File: src/rtl/pwm_pkg.sv
// Shared constants for the PWM core: default widths, default dead time and
// the reset value of the period shadow register.
package pwm_pkg;

   localparam int PWM_N_DEF    = 7;
   localparam int PWM_DEAD_DEF = 2;

   // Reset period for the default width: the longest period the counter allows.
   localparam logic [PWM_N_DEF-1:0] PWM_PERIOD_RST = {PWM_N_DEF{1'b1}};

   // Reset period for an arbitrary width n (all ones), narrowed by the caller.
   function automatic logic [31:0] period_rst(input int n);
      period_rst = (32'd1 << n) - 32'd1;
   endfunction

endpackage

File: src/rtl/pwm_deadband.sv
// Dead-time generator: turns the raw PWM into a complementary pair with DEAD
// cycles of both outputs low after every raw edge. Built only when
// PWM_COMPLEMENTARY_EN is defined.
module pwm_deadband
   import pwm_pkg::*;
#(
   parameter int DEAD = PWM_DEAD_DEF
) (
   input  logic clk,
   input  logic rst_n,
   input  logic raw,
   output logic pwm_out,
   output logic pwm_n
);

   localparam int            DW      = (DEAD < 1) ? 1 : $clog2(DEAD + 1);
   localparam logic [DW-1:0] DT_LOAD = DW'(DEAD);
   localparam logic [DW-1:0] DT_ZERO = {DW{1'b0}};
   localparam logic [DW-1:0] DT_ONE  = DW'(1);

   logic          raw_d_r;
   logic [DW-1:0] dt_r;
   logic [DW-1:0] dt_s;
   logic          p_s;
   logic          n_s;

   // Reload the down-counter on any raw edge; outputs follow raw only once it has drained.
   always_comb begin
      dt_s = dt_r;
      p_s  = 1'b0;
      n_s  = 1'b0;
      if (raw != raw_d_r) begin
         dt_s = DT_LOAD;
      end else if (dt_r != DT_ZERO) begin
         dt_s = dt_r - DT_ONE;
      end else begin
         dt_s = dt_r;
      end
      if (dt_s == DT_ZERO) begin
         p_s = raw;
         n_s = ~raw;
      end else begin
         p_s = 1'b0;
         n_s = 1'b0;
      end
   end

   // Register the dead-time state and both outputs.
   always_ff @(posedge clk or negedge rst_n) begin
      if (!rst_n) begin
         raw_d_r <= 1'b0;
         dt_r    <= DT_ZERO;
         pwm_out <= 1'b0;
         pwm_n   <= 1'b0;
      end else begin
         raw_d_r <= raw;
         dt_r    <= dt_s;
         pwm_out <= p_s;
         pwm_n   <= n_s;
      end
   end

endmodule

File: src/rtl/pwm_core.sv
// PWM core: N-bit counter with double-buffered duty/period. Writes land in
// pending registers and are applied at the next wrap, so a period is never
// cut short by a reconfiguration. Optional macro PWM_COMPLEMENTARY_EN adds
// the complementary output pwm_n with a dead-time gap.
module pwm_core
   import pwm_pkg::*;
#(
   parameter int N    = PWM_N_DEF,
   parameter int DEAD = PWM_DEAD_DEF
) (
   input  logic         clk,
   input  logic         rst_n,
   input  logic         ena,
   input  logic [N-1:0] duty,
   input  logic [N-1:0] period,
   input  logic         wr,
   output logic         pending,
   output logic         pwm_out,
   output logic         period_end
`ifdef PWM_COMPLEMENTARY_EN
   ,
   output logic         pwm_n
`endif
);

   localparam logic [N-1:0] PERIOD_RST = N'(period_rst(N));
   localparam logic [N-1:0] ZERO       = {N{1'b0}};
   localparam logic [N-1:0] ONE        = N'(1);

   logic [N-1:0] cnt_r;
   logic [N-1:0] duty_pend_r;
   logic [N-1:0] period_pend_r;
   logic [N-1:0] duty_sh_r;
   logic [N-1:0] period_sh_r;
   logic         pending_r;
   logic         pwm_raw_r;
   logic         wrap_s;

   // period_end marks the wrap cycle itself, so it cannot be registered. Under
   // reset cnt=0 and period_sh=all-ones, so it is 0 whenever rst_n is low.
   assign wrap_s     = ena & (cnt_r == period_sh_r);
   assign period_end = wrap_s;
   assign pending    = pending_r;

   // Free-running counter: wraps to 0 at period_sh, holds while disabled.
   always_ff @(posedge clk or negedge rst_n) begin
      if (!rst_n) begin
         cnt_r <= ZERO;
      end else if (wrap_s) begin
         cnt_r <= ZERO;
      end else if (ena) begin
         cnt_r <= cnt_r + ONE;
      end else begin
         cnt_r <= cnt_r;
      end
   end

   // Capture every write into the pending registers; the last write wins.
   always_ff @(posedge clk or negedge rst_n) begin
      if (!rst_n) begin
         duty_pend_r   <= ZERO;
         period_pend_r <= ZERO;
      end else if (wr) begin
         duty_pend_r   <= duty;
         period_pend_r <= period;
      end else begin
         duty_pend_r   <= duty_pend_r;
         period_pend_r <= period_pend_r;
      end
   end

   // Shadow update at the wrap; a write on the wrap cycle bypasses the pending stage.
   always_ff @(posedge clk or negedge rst_n) begin
      if (!rst_n) begin
         duty_sh_r   <= ZERO;
         period_sh_r <= PERIOD_RST;
         pending_r   <= 1'b0;
      end else if (wrap_s && wr) begin
         duty_sh_r   <= duty;
         period_sh_r <= period;
         pending_r   <= 1'b0;
      end else if (wrap_s && pending_r) begin
         duty_sh_r   <= duty_pend_r;
         period_sh_r <= period_pend_r;
         pending_r   <= 1'b0;
      end else if (wr) begin
         duty_sh_r   <= duty_sh_r;
         period_sh_r <= period_sh_r;
         pending_r   <= 1'b1;
      end else begin
         duty_sh_r   <= duty_sh_r;
         period_sh_r <= period_sh_r;
         pending_r   <= pending_r;
      end
   end

   // Raw PWM level, one cycle behind the counter; plain N-bit unsigned compare.
   always_ff @(posedge clk or negedge rst_n) begin
      if (!rst_n) begin
         pwm_raw_r <= 1'b0;
      end else begin
         pwm_raw_r <= ena & (cnt_r < duty_sh_r);
      end
   end

`ifdef PWM_COMPLEMENTARY_EN
   pwm_deadband #(
      .DEAD (DEAD)
   ) u_deadband (
      .clk     (clk),
      .rst_n   (rst_n),
      .raw     (pwm_raw_r),
      .pwm_out (pwm_out),
      .pwm_n   (pwm_n)
   );
`else
   assign pwm_out = pwm_raw_r;

   // Dead time only matters for the complementary pair; nothing is built here.
   if (DEAD < 0) begin : g_dead_unused
   end
`endif

endmodule

File: config.mk
export PLATFORM = sky130hd
export DESIGN_NAME = pwm_core
export DESIGN_NICKNAME = d
export VERILOG_FILES = /design/src/rtl/pwm_pkg.sv /design/src/rtl/pwm_deadband.sv /design/src/rtl/pwm_core.sv
export SDC_FILE = /design/constraint.sdc
export NUM_CORES = 1
export LEC_CHECK = 0
export BUFFER_PORTS_ARGS = -buffer_cell sky130_fd_sc_hd__buf_2
export CAP_MARGIN = 15
export CORE_AREA = 3 3 62 64
export DETAILED_ROUTE_END_ITERATION = 8
export DIE_AREA = 0 0 65 67
export PLACE_DENSITY = 0.73
export SLEW_MARGIN = 20
export SYNTH_ARGS = -nofsm -noshare
export SYNTH_HDL_FRONTEND = slang
export SYNTH_SLANG_ARGS = --single-unit
export TNS_END_PERCENT = 30
File: constraint.sdc
create_clock -name clk -period 2.3 [get_ports clk]
set_clock_uncertainty 0.1 [all_clocks]
set_input_delay 0.69 -clock clk [delete_from_list [all_inputs] [get_ports clk]]
set_output_delay 0.69 -clock clk [all_outputs]
set_load 0.05 [all_outputs]
==> summary.txt, run 1 <==
Power and ir drop
  – Combinational share of power: 0.361
  – Tot Pwr: 2440 uW
  – Psw: 809 uW
  – Sw Share: 0.332
  – Total power per unit cell area: 1150 mW/mm^2
  – Max VDD drop: 0.527 mV
  – Pint: 1630 uW
  – Reg power frac: 0.445
  – Clock group share of total power: 0.194
  – Leak pwr: 0.000972 uW

Cells and area
  – Finished Cell Area: 0.00213 mm^2
  – Layout cells sized above 1: 0.402
  – Util after Layout: 0.637
  – Final nets: 203
  – Area growth from synthesis to layout: 18.3%
  – Diodes inserted: 0
  – Filler cell count: 282

Critical path
  – Critical Path Sink Type: primary output
  – Crit path max fanout: 2
  – Worst Setup Start Kind: register
  – Setup Crit Path Kind: register to primary output
  – CP required: 1.51 ns
  – WP data arrival: 1.52 ns

Timing
  – Setup Viol. Count Final: 1
  – Post-Route Setup TNS: -0.00633 ns
  – Final Hold Viols: 0
  – Max Fclk: 434 MHz
  – Fin. max-slew vios: 0
  – Worst-margin pin slew: 0.468 ns
  – Period minus WS final: 2.31 ns
  – RSZ-0062 raised after global routing: true
  – Fin crit share: 1.00
  – Max-slew headroom: 0.688
  – PnR worst setup slack: -0.00633 ns

Detailed routing
  – First-pass DRT Iterations: 4
  – Drc violations: 0
  – Via count: 1238
  – Vias per Instance: 5.50
  – Routed len/inst: 15.6 um
  – Iter 0 DRT Violations: 43
  – Detailed-route wire length: 3520 um
  – Post-DRT Antenna Nets: 0

Floorplan
  – Row cnt: 21
  – Num ports: 21
  – Starting density of the core: 0.539
  – DIE HEIGHT: 67 um
  – Die Span X: 65 um
  – Core Box Area: 0.00334 mm^2
  – Die area: 0.00436 mm^2

GRT
  – Initial antenna violation count: 0
  – Global-route wire length before repair: 5840 um
  – GRT Overall Usage: 0.184
  – Vias in the first global route: 1247
  – Overflow left after global routing: 0
  – Largest net degree at the start of global routing: 38

Clocking
  – Max clock buf depth: 2
  – Clk slew on worst S/H paths: 0.12 ns
  – Clk_lat worst skew: 0.34 ns
  – Num Clock Sinks: 37
  – H-tree depth: 2
  – TritonCTS clock tree: built
  – Root cell of the clock tree: clkbuf_4
  – Num CTS Buffers: 5

Outcome
  – Failing checks: setup timing
  – Status: complete, but fails checks

Synth
  – Top cell type's share of synthesized area: 0.418
  – Part of the Yosys area used for sequential elements: 0.520
  – Syn nets: 171
  – Syn. warnings: 0
  – Leading cell types by total area after synthesis: dfrtp_1 (42%), dfstp_2 (10%), mux2_2 (9.4%)
  – FF+latch count, synth: 37
  – Post-synth top area cell: dfrtp_1
  – Syn_area_per_cell: 12.3 um^2
  – Post-synth EDFFs: 0
  – Synth Instances: 146
  – Yosys cell types: 31
  – Top FF cell, synth: dfrtp_1
  – Synth Cell Area: 0.00180 mm^2
  – Async S/R FF share, synth: 1.00

Hold path
  – Hold Crit Class: input port to asynchronous set/reset pin

Placed design
  – Place WS: 0.230 ns
  – Number of port buffers: 20
  – Global placement routability congestion: 0.908
  – Hpwl dp: 2490 um
  – DP Area: 0.00198 mm^2

Run
  – MaxCap Viol Count: 0
-- through the flow --
step | hold WS, ns | instances
6_report | 0.269 | 225
3_3_place_gp | 0.380 | 213
2_1_floorplan | 0.294 | 146
3_5_place_dp | 0.382 | 213
5_1_grt | 0.291 | 225
4_1_cts | 0.265 | 224
-- synthesized netlist by cell type (2+ instances only) --
cell	number
buf_2	4
nor3_1	2
inv_1	8
nand3_1	2
dfstp_2	7
a31oi_1	2
a21o_1	3
nand2_1	5
nand4b_1	3
mux2_4	5
mux2_2	15
nor2_1	10
ha_1	7
a22o_1	10
xor2_1	3
dfrtp_1	30
nand4_1	6
xnor2_1	9
o211ai_1	2
o21ai_0	2
-- power by group through the flow --
stage	clock, uW	combinational (uW)	sequential [uW]
2_1_floorplan	0	581	1060
3_3_place_gp	0	741	1070
3_5_place_dp	0	781	1080
4_1_cts	482	855	1080
5_1_grt	517	964	1110
6_report	473	881	1080
-- cell usage in the layout, fill, tap and decap left out, types with 3 or more instances in the layout --
cell type  netlist  routed
dfstp_2          7       7
a21o_1           3       3
buf_2            4      19
nor2_1          10       9
xnor2_1          9       5
nand2_1          5       5
xor2_1           3       3
mux2_2          15      15
nand4b_1         3       3
xnor2_2          0       4
clkbuf_4         0       5
inv_1            8       8
mux2_4           5       5
nand4_1          6       6
dfrtp_1         30      30
ha_1             7       7
a22o_1          10      10
buf_4            0      11
-- worst paths after layout --
| kind | start | end | slack (ns) | depth (start not counted) |
|---|---|---|---|---|
| min in group clk | period_pend_r[2]$_DFFE_PN0P_ | period_pend_r[2]$_DFFE_PN0P_ | 0.41 | 1 |
| max in group asynchronous | rst_n | period_sh_r[6]$_DFFE_PN1P_ | 1.48 | 2 |
| min reg2reg | period_pend_r[2]$_DFFE_PN0P_ | period_pend_r[2]$_DFFE_PN0P_ | 0.41 | 1 |
| max reg2reg | period_sh_r[0]$_DFFE_PN1P_ | period_sh_r[6]$_DFFE_PN1P_ | 0.32 | 8 |
| max | period_sh_r[6]$_DFFE_PN1P_ | period_end | -0.006 | 4 |
| min | rst_n | duty_pend_r[4]$_DFFE_PN0P_ | 0.27 | 2 |
-- what timing repair did --
action                                  4_1_cts  5_1_grt
resized for setup                             5        1
buffers inserted                              3        1
pin swaps                                     4        3
hold buffers                                  0        0
hold endpoints to repair                      0        0
endpoints found under the setup margin        1        1
-- flip-flops by register name (all words and copies together) (netlist names) --
signal / flops
pending: 1
cnt_r: 7
duty_sh_r: 7
period_sh_r: 7
pwm_out: 1
period_pend_r: 7
duty_pend_r: 7
-- critical path, stage by stage (launching register included) --
cell,delay [ns]
dfstp_2,0.56
xnor2_1,0.14
nand4_1,0.15
nor2_2,0.16
buf_6,0.17
-- area by class of cell --
| class | instances | area [um^2] | area share |
|---|---|---|---|
| clock buffer | 7 | 55.1 | 0.0259 |
| clock inverter | 1 | 30.0 | 0.0141 |
| inverter | 8 | 30.0 | 0.0141 |
| multi-input combinational | 95 | 831 | 0.391 |
| sequential | 37 | 935 | 0.439 |
| tap | 46 | 57.6 | 0.0271 |
| timing repair buffer | 31 | 189 | 0.0888 |
-- logic make-up after synthesis --
kind of cell / Yosys count / share of synthesized area
adder cells (fa/ha/maj): 7 / 0.0487
AND/OR/NAND/NOR: 31 / 0.0912
XOR/XNOR: 12 / 0.0585
buffers and inverters: 14 / 0.0362
multiplexers: 21 / 0.141
AO/OA/AOI/OAI: 24 / 0.104
flip-flops: 37 / 0.520
-- metal layers --
layer,track usage,wire length (um)
met1,0.239,1600
met2,0.285,1680
met3,0.0422,175
met4,0.100,60
met5,0,0
Power figures use the tool's default switching activity.
==> run 2, diff against run 1 <==
--- a/config.mk
+++ b/config.mk
@@ -10,8 +10,8 @@
 export CORE_AREA = 3 3 62 64
 export DETAILED_ROUTE_END_ITERATION = 8
 export DIE_AREA = 0 0 65 67
-export PLACE_DENSITY = 0.73
-export SLEW_MARGIN = 20
+export GPL_ROUTABILITY_DRIVEN = 0
+export PLACE_DENSITY_LB_ADDON = 0.08
 export SYNTH_ARGS = -nofsm -noshare
 export SYNTH_HDL_FRONTEND = slang
 export SYNTH_SLANG_ARGS = --single-unit
==> summary.txt, run 2 (synthesized netlist as in run 1, its figures left out) <==
Timing
  – RSZ-0062 raised after global routing: true
  – PnR worst setup slack: -0.0384 ns (-0.0321 ns)
  – Max-slew headroom: 0.690 (+0.00146)
  – Post-Route Setup TNS: -0.0384 ns (-0.0321 ns)
  – Fin crit share: 1.02 (+0.0140)
  – Final Hold Viols: 0 (unchanged)
  – Setup Viol. Count Final: 1 (unchanged)
  – Fin. max-slew vios: 0 (unchanged)
  – Worst-margin pin slew: 0.466 ns (-0.00219 ns)
  – Max Fclk: 428 MHz (-1.4%)
  – Period minus WS final: 2.34 ns (+0.0321 ns)

Critical path
  – Worst Setup Start Kind: register
  – R2R depth: 7 (-1)
  – CP required: 1.51 ns (about the same)
  – WP data arrival: 1.55 ns (+0.03 ns)
  – Setup Crit Path Kind: register to primary output
  – Critical Path Sink Type: primary output
  – Crit path max fanout: 2 (unchanged)

Placed design
  – Hpwl dp: 2460 um (-1.2%)
  – Inst Count DP: 214 (+0.47%)
  – Place WS: 0.197 ns (-0.0323 ns)
  – Number of port buffers: 20 (unchanged)

Clocking
  – H-tree depth: 2 (unchanged)
  – Clk slew on worst S/H paths: 0.11 ns (about the same)
  – Clk_lat worst skew: 0.34 ns (about the same)
  – Max clock buf depth: 2 (unchanged)
  – TritonCTS clock tree: built
  – Num CTS Buffers: 5 (unchanged)
  – Num Clock Sinks: 37 (unchanged)
  – Root cell of the clock tree: clkbuf_4
  – # hold bufs at CTS: 0 (unchanged)

GRT
  – Overflow left after global routing: 0 (unchanged)
  – Global-route wire length before repair: 5910 um (+1.2%)
  – GRT Overall Usage: 0.182 (-0.00198)
  – Largest net degree at the start of global routing: 23 (-39%)
  – Vias in the first global route: 1292 (+3.6%)
  – Initial antenna violation count: 0 (unchanged)

Run
  – MaxCap Viol Count: 0 (unchanged)

Cells and area
  – Layout cells sized above 1: 0.419 (+0.0168)
  – Final nets: 204 (+0.49%)
  – Area growth from synthesis to layout: 19.0%
  – Final std cells w/o fill: 225 (unchanged)
  – Diodes inserted: 0 (unchanged)
  – Most frequent cells in the layout: dfrtp_1 (30), buf_2 (19), mux2_2 (15)
  – Commonest non-fill, non-tap cell in the layout: dfrtp_1
  – Util after Layout: 0.641 (+0.00375)

Detailed routing
  – Iter 0 DRT Violations: 34 (-21%)
  – Routed len/inst: 15.2 um (-2.7%)
  – Via count: 1226 (-0.97%)
  – Post-DRT Antenna Nets: 0 (unchanged)
  – First-pass DRT Iterations: 4 (unchanged)
  – Detailed-route wire length: 3420 um (-2.7%)
  – Drc violations: 0 (unchanged)
  – Vias per Instance: 5.45 (-0.97%)

Power and ir drop
  – Tot Pwr: 2360 uW (-3.2%)
  – Leak pwr: 0.000978 uW (+0.69%)
  – Max VDD drop: 0.609 mV (+15%)
  – Total power per unit cell area: 1100 mW/mm^2 (-3.8%)

Outcome
  – Failing checks: setup timing
  – Status: complete, but fails checks

Floorplan
  – Die Span X: 65 um (unchanged)
  – DIE HEIGHT: 67 um (unchanged)
  – Core Box Area: 0.00334 mm^2 (unchanged)
  – Die area: 0.00436 mm^2 (unchanged)
  – Starting density of the core: 0.539 (unchanged)
  – Row cnt: 21 (unchanged)
  – Num ports: 21 (unchanged)

Hold path
  – Hold Crit Class: input port to asynchronous set/reset pin
[run 2: timing repair]
item                       4_1_cts  5_1_grt
gates resized for setup          5        4
setup endpoints to repair        1        1
setup buffers                    3        1
hold endpoints to repair         0        0
cloned                           0        0
pin swaps                        3        2
[run 2: path summary, 6_finish.rpt]
kind,from,endpoint,slack [ns]
min reg2reg,duty_pend_r[1]$_DFFE_PN0P_,duty_pend_r[1]$_DFFE_PN0P_,0.41
max,period_sh_r[6]$_DFFE_PN1P_,period_end,-0.04
max reg2reg,period_sh_r[3]$_DFFE_PN1P_,duty_sh_r[0]$_DFFE_PN0P_,0.37
min,rst_n,period_pend_r[5]$_DFFE_PN0P_,0.18
min in group clk,duty_pend_r[1]$_DFFE_PN0P_,duty_pend_r[1]$_DFFE_PN0P_,0.41
max in group asynchronous,rst_n,duty_sh_r[3]$_DFFE_PN0P_,1.45
[run 2: worst max-delay path: stages (launching register included)]
cell and delay, ns:
dfstp_2 0.57, xnor2_2 0.13, nand4_1 0.16, nor2_2 0.17, buf_6 0.17
[run 2: per-stage QoR]
stage | hold slack (ns) | instance area (um^2)
3_5_place_dp | 0.391 | 2000
4_1_cts | 0.198 | 2100
3_3_place_gp | 0.379 | 2000
5_1_grt | 0.207 | 2140
6_report | 0.184 | 2140
2_1_floorplan | 0.294 | 1800
[run 2: final cells by class]
cell class                      instances  area, um^2
Clock buffer                            7        55.1
Fill cell                             287        1200
Inverter                                8        30.0
Multi-Input combinational cell         95         853
Sequential cell                        37         935
Tap cell                               46        57.6
Timing Repair Buffer                   32         209
[run 2: power breakdown]
group / total, uW / switching, uW / leakage (uW) / internal (uW)
logic: 925 / 404 / 0.000516 / 521
registers: 1090 / 197 / 0.000431 / 893
clock network: 345 / 200 / 0.0000314 / 144
[run 2: per-layer routing]
metal,up-vias,global-route usage,wire length [um]
li1,591,-,-
met1,610,0.229,1560
met2,20,0.300,1680
met3,5,0.0523,131
met4,0,0.0633,48
met5,-,0,0
